$ cat src/rtl/wb_stage_pkg.sv
// Shared pipeline encodings used by the writeback stage and its helpers.
package wb_stage_pkg;

    // Default datapath width for the RV32I pipeline
    localparam int DEFAULT_XLEN = 32;

    // Final-result source select carried down the pipeline
    typedef enum logic [1:0] {
        RES_ALU = 2'b00,
        RES_MEM = 2'b01,
        RES_PC4 = 2'b10,
        RES_IMM = 2'b11
    } res_src_e;

    // RV32I load funct3 encodings
    localparam logic [2:0] F3_LB  = 3'b000;
    localparam logic [2:0] F3_LH  = 3'b001;
    localparam logic [2:0] F3_LW  = 3'b010;
    localparam logic [2:0] F3_LBU = 3'b100;
    localparam logic [2:0] F3_LHU = 3'b101;

endpackage

$ cat src/rtl/wb_stage_load_ext.sv
// Byte/halfword lane select and sign/zero extension of a raw memory word.
// Purely combinational so the misaligned-access unit can reuse it.
module load_ext
    import wb_stage_pkg::*;
#(
    parameter int XLEN = DEFAULT_XLEN
) (
    input  logic [XLEN-1:0] word,
    input  logic [1:0]      addr,
    input  logic [2:0]      funct3,
    output logic [XLEN-1:0] ext
);

    logic [7:0]  byte_sel;
    logic [15:0] half_sel;

    // Pick the addressed byte lane and halfword lane of the low 32 bits
    always_comb begin
        byte_sel = word[7:0];
        case (addr)
            2'b00:   byte_sel = word[7:0];
            2'b01:   byte_sel = word[15:8];
            2'b10:   byte_sel = word[23:16];
            default: byte_sel = word[31:24];
        endcase
        half_sel = addr[1] ? word[31:16] : word[15:0];
    end

    // Extend the selected lane; unknown sizes pass the raw word through
    always_comb begin
        ext = word;
        case (funct3)
            F3_LB:   ext = {{(XLEN-8){byte_sel[7]}}, byte_sel};
            F3_LH:   ext = {{(XLEN-16){half_sel[15]}}, half_sel};
            F3_LW:   ext = word;
            F3_LBU:  ext = {{(XLEN-8){1'b0}}, byte_sel};
            F3_LHU:  ext = {{(XLEN-16){1'b0}}, half_sel};
            default: ext = word;
        endcase
    end

endmodule

$ cat src/rtl/wb_stage.sv
// Writeback stage: MEM/WB boundary register with stall/flush, load
// extension, final result select, register-file write port and the
// retired-instruction counter.
module wb_stage
    import wb_stage_pkg::*;
#(
    parameter int XLEN  = DEFAULT_XLEN,
    parameter int CNT_W = 64
) (
    input  logic             clk,
    input  logic             reset,
    input  logic             StallW,
    input  logic             FlushW,
    input  logic             ValidM,
    input  logic             RegWriteM,
    input  logic [1:0]       ResultSrcM,
    input  logic [2:0]       Funct3M,
    input  logic [XLEN-1:0]  ALUResultM,
    input  logic [XLEN-1:0]  ReadDataM,
    input  logic [XLEN-1:0]  PCPlus4M,
    input  logic [XLEN-1:0]  ImmExtM,
    input  logic [4:0]       RdM,
    output logic             ValidW,
    output logic             RegWriteW,
    output logic [4:0]       RdW,
    output logic [XLEN-1:0]  ResultW,
    output logic [CNT_W-1:0] InstRetW
);

    logic             valid_q;
    logic             reg_write_q;
    res_src_e         result_src_q;
    logic [2:0]       funct3_q;
    logic [XLEN-1:0]  alu_q;
    logic [XLEN-1:0]  rdata_q;
    logic [XLEN-1:0]  pc4_q;
    logic [XLEN-1:0]  imm_q;
    logic [4:0]       rd_q;
    logic [CNT_W-1:0] instret_q;
    logic [XLEN-1:0]  load_data;
    logic             retire;

    // The W instruction leaves the stage unless it is held by a stall
    assign retire = valid_q && (!StallW || FlushW);

    // MEM/WB register: flush inserts a bubble, stall holds, else capture
    always_ff @(posedge clk or negedge reset) begin
        if (!reset) begin
            valid_q      <= 1'b0;
            reg_write_q  <= 1'b0;
            result_src_q <= RES_ALU;
            funct3_q     <= 3'b000;
            alu_q        <= '0;
            rdata_q      <= '0;
            pc4_q        <= '0;
            imm_q        <= '0;
            rd_q         <= 5'd0;
        end else if (FlushW) begin
            valid_q      <= 1'b0;
            reg_write_q  <= 1'b0;
            result_src_q <= RES_ALU;
            funct3_q     <= 3'b000;
            alu_q        <= '0;
            rdata_q      <= '0;
            pc4_q        <= '0;
            imm_q        <= '0;
            rd_q         <= 5'd0;
        end else if (!StallW) begin
            valid_q      <= ValidM;
            reg_write_q  <= RegWriteM;
            result_src_q <= res_src_e'(ResultSrcM);
            funct3_q     <= Funct3M;
            alu_q        <= ALUResultM;
            rdata_q      <= ReadDataM;
            pc4_q        <= PCPlus4M;
            imm_q        <= ImmExtM;
            rd_q         <= RdM;
        end
    end

    // Retired-instruction counter, wraps silently
    always_ff @(posedge clk or negedge reset) begin
        if (!reset) begin
            instret_q <= '0;
        end else if (retire) begin
            instret_q <= instret_q + CNT_W'(1);
        end
    end

    load_ext #(
        .XLEN(XLEN)
    ) u_load_ext (
        .word  (rdata_q),
        .addr  (alu_q[1:0]),
        .funct3(funct3_q),
        .ext   (load_data)
    );

    // Final result select from the registered source field
    always_comb begin
        ResultW = alu_q;
        case (result_src_q)
            RES_ALU: ResultW = alu_q;
            RES_MEM: ResultW = load_data;
            RES_PC4: ResultW = pc4_q;
            RES_IMM: ResultW = imm_q;
            default: ResultW = alu_q;
        endcase
    end

    // Register-file write is suppressed for bubbles and for x0
    assign RegWriteW = reg_write_q && valid_q && (rd_q != 5'd0);
    assign ValidW    = valid_q;
    assign RdW       = rd_q;
    assign InstRetW  = instret_q;

endmodule

$ cat config.mk
export PLATFORM = sky130hd
export DESIGN_NAME = wb_stage
export DESIGN_NICKNAME = d
export VERILOG_FILES = /design/src/rtl/wb_stage_pkg.sv /design/src/rtl/wb_stage_load_ext.sv /design/src/rtl/wb_stage.sv
export SDC_FILE = /design/constraint.sdc
export NUM_CORES = 1
export LEC_CHECK = 0
export CORE_MARGIN = 2
export CORE_UTILIZATION = 53
export DETAILED_ROUTE_END_ITERATION = 7
export PLACE_DENSITY = 0.92
export SLEW_MARGIN = 20
export SYNTH_ARGS = -nofsm -noshare
export SYNTH_HDL_FRONTEND = slang
export SYNTH_SLANG_ARGS = --single-unit
export TNS_END_PERCENT = 10
$ cat constraint.sdc
create_clock -name clk -period 4.7 [get_ports clk]
set_clock_uncertainty 0.2 [all_clocks]
set_input_delay 0.705 -clock clk [delete_from_list [all_inputs] [get_ports clk]]
set_output_delay 0.705 -clock clk [all_outputs]
set_load 0.02 [all_outputs]
==> impl_metrics.py, run 1 <==
metrics = {
    "outcome": {
        "status": "finished, final reports clean",
    },
    "clock_tree": {
        "postCtsSetupRepairBufs": 0,
        "cts-root-buf": "clkbuf_16",
        "cts.sinks": 204,
        "clock_latency_ns": 0.51,
        "htree_levels": 1,
        "clock_tree.buffer_depth": 3,
        "holdBufCountCts": 0,
        "cts_tree": "yes",
        "cts_resized": 0,
        "clk_pin_slew_worst_paths_ns": 0.06,
        "numCtsBuffers": 23,
    },
    "floorplan": {
        "start_util_pct": 53.7,
        "dieHeight_um": 141,
        "fp.coreArea_um2": 18600,
        "dieArea_um2": 20000,
        "num_rows": 50,
        "die_x_um": 141,
        "io_pins": 247,
    },
    "power_and_ir_drop": {
        "design_power_total_w": 0.00453,
        "p_int_w": 0.00338,
        "pwr-share-seq_pct": 42.7,
        "sw_frac_of_total_pct": 25.4,
        "power_switching_w": 0.00115,
        "p_leak_nw": 6.14,
        "vdd_drop_max_mv": 0.290,
        "clkPwrFrac_pct": 41.9,
        "comb_power_share_pct": 15.4,
        "p_per_area_nw_per_um2": 338,
    },
    "worst_setup_path": {
        "cp_max_fo": 22,
        "worst_path_largest_cell_delay_ns": 0.85,
        "start_kind": "flip-flop",
        "worstSetupPathType": "flip-flop to output port",
        "critical_path_required_ns": 3.80,
        "endpoint_kind": "output port",
        "cp.arrival_ns": 3.30,
        "cp_slowest_cell": "dfrtp_1",
        "path_cells": "mux4_2 -> nor3b_1 -> or2_2 -> o221ai_1 -> o211ai_1 -> clkdlybuf4s50_1",
    },
    "drt": {
        "drtAntennaViolNets": 0,
        "dr.pass1.iters": 5,
        "wl_per_cell_um": 20.6,
        "num_vias": 8461,
        "drcViolationCount": 0,
        "drt_iter0_markers": 671,
        "vias_per_cell": 5.81,
        "wl_mm": 30.0,
    },
    "timing": {
        "period_minus_slack_ns": 4.21,
        "fin_crit_sh_pct": 89.5,
        "setup_tns_ns": 0,
        "finalSetupViolCount": 0,
        "slew_viol_final": 0,
        "slew_headroom_pct": 23.8,
        "holdWs_ns": 0.124,
        "fmax_mhz": 238,
        "rsz0062_at_grt": "no",
        "setup_ws_ns": 0.492,
        "hold_violations": 0,
        "tightest_slew_ns": 1.14,
    },
    "place": {
        "globalplace.congestion": 0.924,
        "place_hpwl_mm": 20.9,
        "pre_cts_slack_ns": 1.06,
        "port-buffer-count": 246,
    },
    "yosys": {
        "synth_ff_type": "dfrtp_1",
        "yosysSeqAreaShare_pct": 51.0,
        "yosys-top-cells-count": "dfrtp_1 (204), nor2_1 (165), mux2i_1 (156), nand2_1 (77), clkbuf_1 (40)",
        "ys_ff_latch": 204,
        "synth_edf_count": 0,
        "avgSynthCellArea_um2": 10.2,
        "syn_nets": 1132,
        "synth_top_area_cell": "dfrtp_1",
        "syn_inst": 987,
        "synth-warning-count": 0,
        "yosysMostFrequentCell": "dfrtp_1",
        "synthTopCellsByArea": "dfrtp_1 (51%), mux2i_1 (16%), nor2_1 (6.2%), xor2_1 (3.3%), nand2_1 (2.9%)",
        "netlist-cell-type-count": 47,
        "syn_area_um2": 10000,
        "synth-async-reset-ratio_pct": 100,
        "synth_top_area_share_pct": 51.0,
    },
    "cells_and_area": {
        "synthToLayoutAreaGrowth_pct": 33.9,
        "fin_nets": 1348,
        "layout-drive-gt1-share_pct": 5.50,
    },
    "global_routing": {
        "grt_pass1_vias": 8615,
        "grt_usage_pct": 29.9,
        "antenna_found_initial": 6,
        "grt_start_max_net_pins": 119,
        "grt_pass1_wl_mm": 47.1,
        "grt_overflow_total": 0,
    },
    "worst_hold_path": {
        "hp-class": "input port to asynchronous set/reset pin",
    },
    "job": {
        "drv_cap": 0,
    },
}
-- registers in the layout, summed over array words and instances (netlist names) --
register and count:
alu_q 32, rdata_q 32, result_src_q 2, imm_q 32
InstRetW 64, funct3_q 3, pc4_q 32, RdW 5
ValidW 1, reg_write_q 1
-- worst paths after layout --
kind	to	cells past startpoint	startpoint	slack, ns
setup reg to reg	InstRetW[42]	5	InstRetW[23]	1.90
hold / removal	rdata_q[4]	1	reset	0.12
hold reg to reg	InstRetW[63]	1	InstRetW[63]	0.27
min in group clk	InstRetW[63]	1	InstRetW[63]	0.27
setup / recovery	ResultW[9]	6	alu_q[1]	0.49
max in group asynchronous	pc4_q[12]	2	reset	3.12
-- kinds of logic (layout without fill, tap and decap cells) --
kind of cell / count (synthesis) / count (layout) / synth area share, %
AO/OA/AOI/OAI: 119 / 119 / 7.38
XOR/XNOR: 63 / 63 / 5.51
adder cells (fa/ha/maj): 1 / 1 / 0.125
buffers and inverters: 78 / 310 / 3.03
flip-flops: 204 / 204 / 51.0
multiplexers: 160 / 160 / 16.1
other: 0 / 4 / 0
AND/OR/NAND/NOR: 362 / 362 / 16.8
-- layout make-up --
| class | instances | area (um2) |
|---|---|---|
| sequential | 204 | 5110 |
| multi-input combinational | 705 | 4610 |
| clock buffer | 36 | 704 |
| inverter | 14 | 52.6 |
| fill | 1312 | 5230 |
| antenna | 4 | 10.0 |
| clock inverter | 5 | 104 |
| tap | 234 | 293 |
| timing repair buffer | 255 | 2530 |
-- metrics by stage --
step	utilization [%]	area [um2]	instances
finish	72.0	13400	1457
global placement	67.6	12600	1412
floorplan	-	10000	987
CTS	71.9	13400	1453
global route	71.9	13400	1456
detailed placement	67.6	12600	1412
-- power groups by stage --
stage               Combinational (W)  Sequential, W  Clock, W
CTS                          0.000697        0.00193   0.00193
finish                       0.000696        0.00194   0.00190
global placement             0.000677        0.00196         0
floorplan                    0.000335        0.00195         0
global route                 0.000748        0.00194   0.00201
detailed placement           0.000692        0.00196         0
-- cells in the final DEF (no fill, tap or decap), types with 3 or more instances in the layout --
master / synthesis / layout
clkdlybuf4s50_1: 0 / 243
dfrtp_1: 204 / 203
nor2_1: 165 / 165
mux2i_1: 156 / 156
nand2_1: 77 / 77
xor2_1: 38 / 38
o21ai_0: 34 / 34
a21oi_1: 28 / 28
nand3_1: 25 / 25
xnor2_1: 25 / 25
clkbuf_16: 0 / 23
nor4_1: 18 / 18
nor3_1: 18 / 18
o21a_1: 16 / 16
inv_1: 14 / 14
nand4_1: 14 / 14
o221ai_1: 13 / 13
clkbuf_8: 0 / 10
buf_4: 0 / 10
nor2b_1: 7 / 7
nor3b_1: 7 / 7
and3_1: 7 / 7
a211oi_1: 6 / 6
a31oi_1: 6 / 6
o211ai_1: 6 / 6
clkbuf_1: 40 / 5
diode_2: 0 / 4
o22ai_1: 4 / 4
and4_1: 4 / 4
nor4_2: 4 / 4
mux2_2: 3 / 3
or2_2: 3 / 3
o21ai_1: 3 / 3
bufinv_16: 0 / 3
-- worst max-delay path, delay by kind of cell, from the launching register on --
family	cells	cell delay [ns]
DFF	1	0.85
buffers and inverters	1	0.56
and+or+nand+nor	2	0.53
AOI/OAI and AO/OA	2	0.44
muxes	1	0.42
-- layer usage --
| metal | track usage, % | share of wire, % | vias to the layer above | routed length [um] |
|---|---|---|---|---|
| met2 | 47.2 | 47 | 414 | 14000 |
| met5 | 0 | 0.043 | - | 13 |
| met4 | 12.5 | 3.8 | 2 | 1140 |
| met3 | 8.00 | 9.2 | 78 | 2760 |
| li1 | - | - | 3854 | - |
| met1 | 39.3 | 40 | 4113 | 12000 |
(Power assumes the default switching activity.)
==> run 2: changes to the inputs <==
- SYNTH_HIERARCHICAL: unset -> 1
==> run 2 against run 1 <==
  * Register-to-register slack better by 0.28 ns
  * Fmax is 7.2% lower
  * Final area is 0.51% higher
  * Cell count is 4.9% lower
  * Area after synthesis is 0.91% higher
  * The run now ends with negative hold slack left
  * Clock power is 7% lower
  * Sequential power hardly changed
  * Critical path type unchanged
  * Sequential cell count stayed put
==> impl_metrics.py, run 2 <==
metrics = {
    "yosys": {
        "synth_top_area_share_pct": 50.5,
        "synth-warning-count": 6,
        "yosysMostFrequentCell": "dfrtp_1",
        "syn_area_um2": 10100,
        "netlist-cell-type-count": 43,
        "syn_nets": 1057,
        "synth_ff_type": "dfrtp_1",
        "synth-async-reset-ratio_pct": 100,
        "syn_inst": 912,
        "yosysSeqAreaShare_pct": 50.5,
        "yosys-top-cells-count": "dfrtp_1 (204), nor2_1 (159), mux2i_1 (141), nand2_1 (66), xor2_1 (41)",
        "synth_edf_count": 0,
        "synth_top_area_cell": "dfrtp_1",
        "ys_ff_latch": 204,
        "avgSynthCellArea_um2": 11.1,
        "synthTopCellsByArea": "dfrtp_1 (50%), mux2i_1 (14%), mux4_2 (7.1%), nor2_1 (5.9%), xor2_1 (3.6%)",
    },
    "drt": {
        "vias_per_cell": 5.75,
        "wl_mm": 27.7,
        "num_vias": 7974,
        "drtAntennaViolNets": 0,
        "drcViolationCount": 0,
        "drt_iter0_markers": 438,
        "dr.pass1.iters": 5,
        "wl_per_cell_um": 20.0,
    },
    "power_and_ir_drop": {
        "sw_frac_of_total_pct": 25.7,
        "power_switching_w": 0.00113,
        "p_per_area_nw_per_um2": 328,
        "pwr-share-seq_pct": 44.1,
        "p_leak_nw": 6.22,
        "clkPwrFrac_pct": 39.9,
        "vdd_drop_max_mv": 0.297,
        "p_int_w": 0.00328,
        "comb_power_share_pct": 16.0,
    },
    "worst_setup_path": {
        "cp_slowest_cell": "dfrtp_1",
        "worstSetupPathType": "flip-flop to output port",
        "cp.arrival_ns": 3.63,
        "start_kind": "flip-flop",
        "endpoint_kind": "output port",
        "cp_max_fo": 26,
        "crit_buf_inv": 1,
        "critical_path_required_ns": 3.80,
        "critPathTopFamily": "simple AND/OR/NAND/NOR gates",
        "critPathMostFrequentCell": "or3_1",
        "worst_path_largest_cell_delay_ns": 0.61,
        "path_cells": "a211oi_1 -> or3_1 -> or3_1 -> o21ai_0 -> mux4_2 -> clkdlybuf4s50_1",
    },
    "floorplan": {
        "die_x_um": 142,
        "num_rows": 50,
        "dieArea_um2": 20200,
        "fp.coreArea_um2": 18700,
        "start_util_pct": 54.0,
        "dieHeight_um": 142,
        "io_pins": 247,
    },
    "timing": {
        "holdWs_ns": -0.0160,
        "period_minus_slack_ns": 4.54,
        "slew_viol_final": 0,
        "fin_crit_sh_pct": 96.5,
        "setup_tns_ns": 0,
        "tightest_slew_ns": 1.04,
        "hold_violations": 21,
        "fmax_mhz": 220,
        "rsz0062_at_grt": "no",
        "finalSetupViolCount": 0,
        "slew_headroom_pct": 30.5,
    },
    "place": {
        "globalplace.congestion": 0.918,
        "dp_cells": 1344,
        "port-buffer-count": 246,
        "place_hpwl_mm": 19.6,
    },
    "clock_tree": {
        "postCtsSetupRepairBufs": 0,
        "cts_tree": "yes",
        "cts.sinks": 204,
        "clock_latency_ns": 0.51,
        "clk_pin_slew_worst_paths_ns": 0.06,
        "cts-root-buf": "clkbuf_16",
        "htree_levels": 1,
        "clock_tree.buffer_depth": 3,
        "holdBufCountCts": 0,
        "cts_resized": 0,
        "numCtsBuffers": 22,
    },
    "cells_and_area": {
        "layout_common_cells": "clkdlybuf4s50_1 (243), dfrtp_1 (202), nor2_1 (159)",
        "layout_commonest_cell": "clkdlybuf4s50_1",
        "layout-drive-gt1-share_pct": 8.69,
        "synthToLayoutAreaGrowth_pct": 33.4,
        "largest_reg_flops": 64,
        "fin_nets": 1280,
        "fillCellCount": 1284,
        "finalNonFillerCells": 1386,
    },
    "global_routing": {
        "grt_start_max_net_pins": 126,
        "grt_usage_pct": 27.4,
        "grt_pass1_vias": 8058,
        "grt_pass1_wl_mm": 43.3,
        "grt_overflow_total": 0,
        "antenna_found_initial": 2,
    },
    "outcome": {
        "violations": "negative hold slack",
        "status": "finished with violations",
    },
    "worst_hold_path": {
        "hp-class": "input port to asynchronous set/reset pin",
    },
    "job": {
        "drv_cap": 0,
    },
}
## run 2: cells by family after synthesis
| logic type | share of synthesized area [%] |
|---|---|
| adder cells (fa/ha/maj) | 0.124 |
| flip-flops | 50.5 |
| XOR/XNOR | 5.46 |
| AO/OA/AOI/OAI | 3.03 |
| AND/OR/NAND/NOR | 17.0 |
| buffers and inverters | 2.62 |
| multiplexers | 21.3 |
## run 2: metrics by stage
step | util, % | power (W) | area (um2) | setup slack, ns
after global placement | 67.9 | 0.00266 | 12700 | 0.949
after CTS | 71.9 | 0.00445 | 13500 | 0.227
after global routing | 72.1 | 0.00458 | 13500 | 0.0570
final | 72.1 | 0.00442 | 13500 | 0.163
after floorplan | - | 0.00232 | 10100 | 1.96
after detailed placement | 67.9 | 0.00268 | 12700 | 0.836
## run 2: per-layer routing
| metal | global-route usage (%) | part of all wire (%) |
|---|---|---|
| met4 | 8.11 | 3.1 |
| met5 | 0 | 0.029 |
| met1 | 33.7 | 39 |
| met3 | 6.33 | 7.5 |
| met2 | 48.3 | 50 |
## run 2: path summary, 6_finish.rpt
kind | startpoint | end | slack (ns) | cells after the start
worst min register to register | InstRetW[63] | InstRetW[63] | 0.27 | 1
worst max-delay path | alu_q[1] | ResultW[30] | 0.16 | 6
worst max register to register | InstRetW[0] | InstRetW[58] | 2.18 | 6
min in group clk | InstRetW[63] | InstRetW[63] | 0.27 | 1
max in group asynchronous | reset | InstRetW[57] | 3.22 | 3
worst min-delay path | reset | InstRetW[10] | -0.02 | 1
## run 2: final cells by class
cell class | count | area (um2) | share of cell area [%]
antenna | 1 | 2.50 | 0.0186
clock buffer | 31 | 646 | 4.79
clock inverter | 9 | 97.6 | 0.724
inverter | 8 | 30.0 | 0.223
multi-input combinational | 644 | 4740 | 35.2
sequential | 204 | 5110 | 37.9
tap | 234 | 293 | 2.17
timing repair buffer | 255 | 2570 | 19.0
## run 2: power by group through the flow
stage | registers, W | logic (W) | clock network (W)
floorplan | 0.00197 | 0.000346 | 0
global placement | 0.00198 | 0.000685 | 0
detailed placement | 0.00198 | 0.000703 | 0
CTS | 0.00195 | 0.000707 | 0.00179
global route | 0.00196 | 0.000760 | 0.00186
finish | 0.00195 | 0.000706 | 0.00176
